`src/rtl/rv32_hart_scheduler.sv`:
```
// Round-robin issue scheduler for the barrel core: picks one eligible hart per cycle and registers it into decode.
// Optional per-hart issue / idle counters are enabled with HART_SCHED_PERF_EN.
module rv32_hart_scheduler #(
    parameter int unsigned NUM_HARTS = 8,
    parameter int unsigned HART_ID_W = $clog2(NUM_HARTS),
    parameter int unsigned XPR_LEN   = 32
) (
    input  logic                         clk,
    input  logic                         rst,
    input  logic [NUM_HARTS-1:0]         fetch_valid,
    input  logic [NUM_HARTS*XPR_LEN-1:0] fetch_instr,
    output logic [NUM_HARTS-1:0]         fetch_ready,
    input  logic [NUM_HARTS-1:0]         stall_req,
    output logic [XPR_LEN-1:0]           dec_instr,
    output logic                         dec_valid,
    output logic [HART_ID_W-1:0]         dec_hart_id,
    input  logic                         dec_trap,
    input  logic [NUM_HARTS-1:0]         trap_clear,
    output logic [NUM_HARTS-1:0]         hart_trapped,
    output logic                         trap_valid,
    output logic [HART_ID_W-1:0]         trap_hart_id
`ifdef HART_SCHED_PERF_EN
    ,
    output logic [NUM_HARTS*32-1:0]      perf_issue_cnt,
    output logic [31:0]                  perf_idle_cnt
`endif
);

    localparam logic [XPR_LEN-1:0] NOP = XPR_LEN'(32'h0000_0013);

    typedef enum logic {RUN, TRAPPED} hart_state_e;

    hart_state_e                 state      [NUM_HARTS];
    hart_state_e                 state_next [NUM_HARTS];
    logic        [NUM_HARTS-1:0] elig;
    logic                        grant;
    logic        [HART_ID_W-1:0] winner;
    logic        [HART_ID_W-1:0] last_grant;
    int unsigned                 scan_idx;

    always_ff @(posedge clk) begin
        for (int unsigned h = 0; h < NUM_HARTS; h++) begin
            if (rst) state[h] <= RUN;
            else     state[h] <= state_next[h];
        end
    end

    // A trap on the hart in decode beats a clear arriving in the same cycle.
    always_comb begin
        for (int unsigned h = 0; h < NUM_HARTS; h++) begin
            state_next[h] = state[h];
            if (dec_valid && dec_trap && dec_hart_id == HART_ID_W'(h))
                state_next[h] = TRAPPED;
            else if (trap_clear[h])
                state_next[h] = RUN;
        end
    end

    always_comb begin
        hart_trapped = '0;
        elig         = '0;
        for (int unsigned h = 0; h < NUM_HARTS; h++) begin
            hart_trapped[h] = (state[h] == TRAPPED);
            elig[h] = fetch_valid[h] & ~stall_req[h] & (state[h] == RUN)
                    & ~(dec_valid && dec_hart_id == HART_ID_W'(h));
        end
    end

    // Scan starts one past the last winner and wraps, so the last winner has lowest priority.
    always_comb begin
        grant       = 1'b0;
        winner      = '0;
        scan_idx    = 0;
        fetch_ready = '0;
        for (int unsigned k = 1; k <= NUM_HARTS; k++) begin
            scan_idx = (32'(last_grant) + k) % NUM_HARTS;
            if (!grant && elig[scan_idx]) begin
                grant  = 1'b1;
                winner = HART_ID_W'(scan_idx);
            end
        end
        if (rst) grant = 1'b0;
        if (grant) fetch_ready[winner] = 1'b1;
    end

    always_ff @(posedge clk) begin
        if (rst) begin
            dec_valid    <= 1'b0;
            dec_instr    <= NOP;
            dec_hart_id  <= '0;
            trap_valid   <= 1'b0;
            trap_hart_id <= '0;
            last_grant   <= HART_ID_W'(NUM_HARTS - 1);
        end else begin
            if (grant) begin
                dec_valid   <= 1'b1;
                dec_instr   <= fetch_instr[winner*XPR_LEN +: XPR_LEN];
                dec_hart_id <= winner;
                last_grant  <= winner;
            end else begin
                dec_valid <= 1'b0;
                dec_instr <= NOP;
            end
            trap_valid <= dec_valid && dec_trap;
            if (dec_valid && dec_trap) trap_hart_id <= dec_hart_id;
        end
    end

`ifdef HART_SCHED_PERF_EN
    logic [31:0] issue_cnt [NUM_HARTS];
    logic [31:0] idle_cnt;

    always_ff @(posedge clk) begin
        if (rst) begin
            for (int unsigned h = 0; h < NUM_HARTS; h++) issue_cnt[h] <= '0;
            idle_cnt <= '0;
        end else if (grant) begin
            issue_cnt[winner] <= issue_cnt[winner] + 32'd1;
        end else begin
            idle_cnt <= idle_cnt + 32'd1;
        end
    end

    always_comb begin
        perf_issue_cnt = '0;
        for (int unsigned h = 0; h < NUM_HARTS; h++)
            perf_issue_cnt[h*32 +: 32] = issue_cnt[h];
    end

    assign perf_idle_cnt = idle_cnt;
`endif

endmodule

```
`config.mk`:
```
export PLATFORM = sky130hd
export DESIGN_NAME = rv32_hart_scheduler
export DESIGN_NICKNAME = d
export VERILOG_FILES = /design/src/rtl/rv32_hart_scheduler.sv
export SDC_FILE = /design/constraint.sdc
export NUM_CORES = 1
export LEC_CHECK = 0
export ABC_AREA = 1
export BUFFER_PORTS_ARGS = -buffer_cell sky130_fd_sc_hd__buf_4
export CAP_MARGIN = 20
export CORE_AREA = 2 2 133 135
export DETAILED_ROUTE_END_ITERATION = 7
export DIE_AREA = 0 0 135 137
export GPL_ROUTABILITY_DRIVEN = 0
export PLACE_DENSITY = 0.69
export SLEW_MARGIN = 10
export SYNTH_ARGS = -nofsm -noshare
export SYNTH_HDL_FRONTEND = slang
export SYNTH_SLANG_ARGS = --single-unit
```
`constraint.sdc`:
```
create_clock -name clk -period 3.44 [get_ports clk]
set_input_delay 0.344 -clock clk [delete_from_list [all_inputs] [get_ports clk]]
set_output_delay 0.344 -clock clk [all_outputs]
set_load 0.1 [all_outputs]
```
==> impl_metrics.prom <==
# TYPE chip_impl_metric gauge
chip_impl_info{name="run_status",value="complete, no violations"} 1
chip_impl_info{name="yosysMostFrequentCell",value="nand2_1"} 1
chip_impl_metric{name="clk_latency",unit="ps"} 300
chip_impl_metric{name="worstPathMaxFanout",unit=""} 14
chip_impl_metric{name="post_synthesis_sequential_area_ratio",unit="%"} 19.6
chip_impl_metric{name="antenna_found_initial",unit=""} 0
chip_impl_metric{name="tritoncts.num_buffers",unit=""} 5
chip_impl_metric{name="drt_iter0_markers",unit=""} 489
chip_impl_metric{name="detail_route.vias_per_cell",unit=""} 4.80
chip_impl_info{name="path_common_cell",value="nor2_4"} 1
chip_impl_info{name="synth_ff_type",value="dfxtp_1"} 1
chip_impl_metric{name="clock_skew",unit="ps"} 7.25
chip_impl_info{name="cts_tree",value="yes"} 1
chip_impl_metric{name="max_freq",unit="GHz"} 0.307
chip_impl_metric{name="fin_worst_hold_slack",unit="ps"} 224
chip_impl_metric{name="tritoncts_num_sinks",unit=""} 51
chip_impl_metric{name="count_of_antenna_violating_nets_left_after_detailed_routing",unit=""} 0
chip_impl_info{name="hold_path.class",value="in -> reg"} 1
chip_impl_metric{name="coreArea",unit="um2"} 17100
chip_impl_metric{name="layout_min_cycle_time",unit="ps"} 3250
chip_impl_metric{name="antennaDiodeCount",unit=""} 0
chip_impl_metric{name="setup-violations-final",unit=""} 0
chip_impl_metric{name="critPathBufInv",unit=""} 4
chip_impl_metric{name="flow.area_growth_from_synthesis",unit="%"} 57.2
chip_impl_metric{name="postSynthAreaPerCell",unit="um2"} 5.31
chip_impl_metric{name="rrSetupSlack",unit="ps"} 360
chip_impl_metric{name="cp.required",unit="ps"} 3100
chip_impl_metric{name="layout_worst_path_cycle_share",unit="%"} 94.5
chip_impl_metric{name="slew_violations",unit=""} 0
chip_impl_metric{name="synth.cell_area",unit="um2"} 5200
chip_impl_info{name="critical_path.slowest_cell",value="dfxtp_2"} 1
chip_impl_metric{name="drt-wirelength-per-cell",unit="um"} 14.8
chip_impl_metric{name="syn_inst",unit=""} 979
chip_impl_metric{name="post_route_cells_drive_above_1_share",unit="%"} 33.4
chip_impl_metric{name="first_global_vias",unit=""} 6508
chip_impl_metric{name="worst_slack_placed",unit="ps"} 165
chip_impl_metric{name="final.fill_count",unit=""} 1860
chip_impl_metric{name="setup_tns",unit="ps"} 0
chip_impl_metric{name="crit_path_max_incr_delay",unit="ps"} 350
chip_impl_metric{name="fp.dieH",unit="um"} 137
chip_impl_metric{name="grt_max_degree",unit=""} 105
chip_impl_metric{name="ys_async_rst_share",unit="%"} 0
chip_impl_metric{name="design.final.nets",unit=""} 1565
chip_impl_metric{name="cts.path.max_buffers",unit=""} 2
chip_impl_metric{name="timing.critical_path.arrival",unit="ps"} 2910
chip_impl_metric{name="h-tree-depth",unit=""} 2
chip_impl_metric{name="report.final.hold_viol_count",unit=""} 0
chip_impl_metric{name="drc_errors",unit=""} 0
chip_impl_info{name="cp_cell_sequence",value="inv_1 -> ha_1 -> buf_4 -> nand3_1 -> nand3_1 -> nand2_1 -> nor2_4 -> nand4_4 -> nor2_4 -> nand3_2 -> nand3_4 -> buf_8 -> nand3_4 -> nor2_4 -> buf_6"} 1
chip_impl_info{name="area_contributors_post_synth",value="nand2_1 (36%), dfxtp_1 (20%), nand3_1 (17%), nor2_1 (5.8%), buf_2 (3.8%)"} 1
chip_impl_info{name="worst_path_dominant_cell_family",value="simple AND/OR/NAND/NOR gates"} 1
chip_impl_metric{name="dpl.cell_count",unit=""} 1497
chip_impl_metric{name="synthDominantCellAreaShare",unit="%"} 36.0
chip_impl_info{name="cts.root.buffer_cell",value="clkbuf_16"} 1
chip_impl_metric{name="num_rows",unit=""} 48
chip_impl_metric{name="drt_pass1_iterations",unit=""} 5
chip_impl_metric{name="cts_hold_buffers",unit=""} 0
chip_impl_info{name="endpoint_type_of_the_worst_setup_path",value="primary output"} 1
chip_impl_metric{name="timing.max_cap.violations",unit=""} 0
chip_impl_metric{name="number_of_enable_flip_flop_cells_after_synthesis",unit=""} 0
chip_impl_info{name="synth_largest_area_cell",value="nand2_1"} 1
chip_impl_metric{name="global_route.overflow_total",unit=""} 0
chip_impl_metric{name="routed_wirelength",unit="um"} 22300
chip_impl_metric{name="ys_warn_count",unit=""} 0
chip_impl_metric{name="path_clk_slew",unit="ps"} 70
chip_impl_metric{name="worst_slack",unit="ps"} 188
chip_impl_metric{name="grt_usage",unit="%"} 22.5
chip_impl_metric{name="floorplan.die_area",unit="um2"} 18500
chip_impl_metric{name="synth.lib_cells_used.distinct",unit=""} 35
chip_impl_metric{name="overall_die_width",unit="um"} 135
chip_impl_metric{name="port_buffers",unit=""} 338
chip_impl_metric{name="post_synthesis_net_count",unit=""} 1264
chip_impl_metric{name="tightestPinTransition",unit="ps"} 647
chip_impl_metric{name="dr_total_vias",unit=""} 7236
chip_impl_metric{name="post_layout_nonfiller_instances",unit=""} 1506
chip_impl_metric{name="ys_ff_latch",unit=""} 51
chip_impl_metric{name="io_pins",unit=""} 339
chip_impl_info{name="timing.critical_path.from_type",value="register"} 1
chip_impl_info{name="worstSetupPathType",value="reg -> out"} 1
chip_impl_info{name="synth_top_cells_by_count",value="nand2_1 (498), nand3_1 (177), nor2_1 (80), dfxtp_1 (51), buf_2 (39)"} 1
chip_impl_metric{name="grt_pass1_wl",unit="um"} 33100
chip_impl_metric{name="dp_hpwl",unit="um"} 17100
chip_impl_metric{name="initial_core_util",unit="%"} 30.5
chip_impl_metric{name="maxSlewHeadroom",unit="%"} 56.8
[path summary, 6_finish.rpt]
kind                 start              to  depth (start not counted)
max          last_grant[1]  fetch_ready[3]                         15
min          trap_clear[6]     state[1][2]                          2
max reg2reg  last_grant[1]   dec_instr[29]                         18
min reg2reg    state[0][0]     state[0][0]                          2
[layout make-up]
cell class              count  area (um2)  area share, %
clock buffers               5         125           1.53
well taps                 225         282           3.44
clock inverters             3        18.8          0.230
inverters                  34         135           1.65
flip-flops and latches     51        1040           12.8
repair buffers            359        2810           34.3
multi-input cells         829        3760           46.0
[layout by cell type, fill, tap and decap left out, types with 2 or more instances in the layout]
cell type | Yosys | routed
dfxtp_4 | 0 | 2
xnor2_2 | 1 | 2
nand2_4 | 0 | 2
o22ai_1 | 4 | 4
nand3_2 | 6 | 5
o21ai_0 | 12 | 11
nor2_2 | 3 | 5
clkbuf_16 | 0 | 5
nor3_1 | 2 | 2
ha_1 | 2 | 2
inv_1 | 24 | 23
nand2_1 | 498 | 498
buf_8 | 0 | 5
nand3_1 | 177 | 174
inv_2 | 8 | 7
buf_12 | 0 | 5
buf_6 | 16 | 3
nand3b_1 | 2 | 2
a21oi_1 | 7 | 7
inv_4 | 1 | 4
nand4_1 | 9 | 9
o32ai_1 | 4 | 4
buf_4 | 7 | 346
nor2_4 | 3 | 13
nand3_4 | 0 | 4
nor3b_1 | 5 | 5
nand2_2 | 4 | 2
nor2_1 | 80 | 68
dfxtp_2 | 0 | 12
dfxtp_1 | 51 | 37
[sequential cells by signal, indices dropped and copies added, names as in the netlist]
signal,cells
state,8
trap_valid,1
trap_hart_id,3
last_grant,3
dec_valid,1
dec_hart_id,3
dec_instr,32
[routing by layer]
metal | wire length (um) | share of wire [%] | track usage, %
met3 | 1850 | 8.3 | 5.56
met5 | 0 | 0 | 0
met1 | 9070 | 41 | 27.9
met4 | 299 | 1.3 | 4.75
met2 | 11100 | 50 | 39.5
[through the flow]
stage | utilization (%) | cell area [um2]
floorplan | - | 5280
global placement | 46.2 | 7870
detailed placement | 46.2 | 7870
CTS | 47.2 | 8050
global route | 47.9 | 8170
finish | 47.9 | 8170
[cells by family (layout without fill, tap and decap cells)]
family	after synthesis	after routing	share of synthesized area, %
AOI/OAI and AO/OA	32	32	3.66
adders and majority gates	2	2	0.481
and+or+nand+nor	792	792	64.6
xor gates and xnor gates	3	3	0.650
buffers and inverters	99	401	11.0
DFF	51	51	19.6
[timing repair]
item	CTS	global route
setup endpoints to repair	4	39
gates resized for setup	6	35
pin swaps	0	4
buffers inserted	0	1
Power is left out: the tool's default activity adds up to more than one toggle a clock period on the data nets, which glitch-free logic cannot reach.
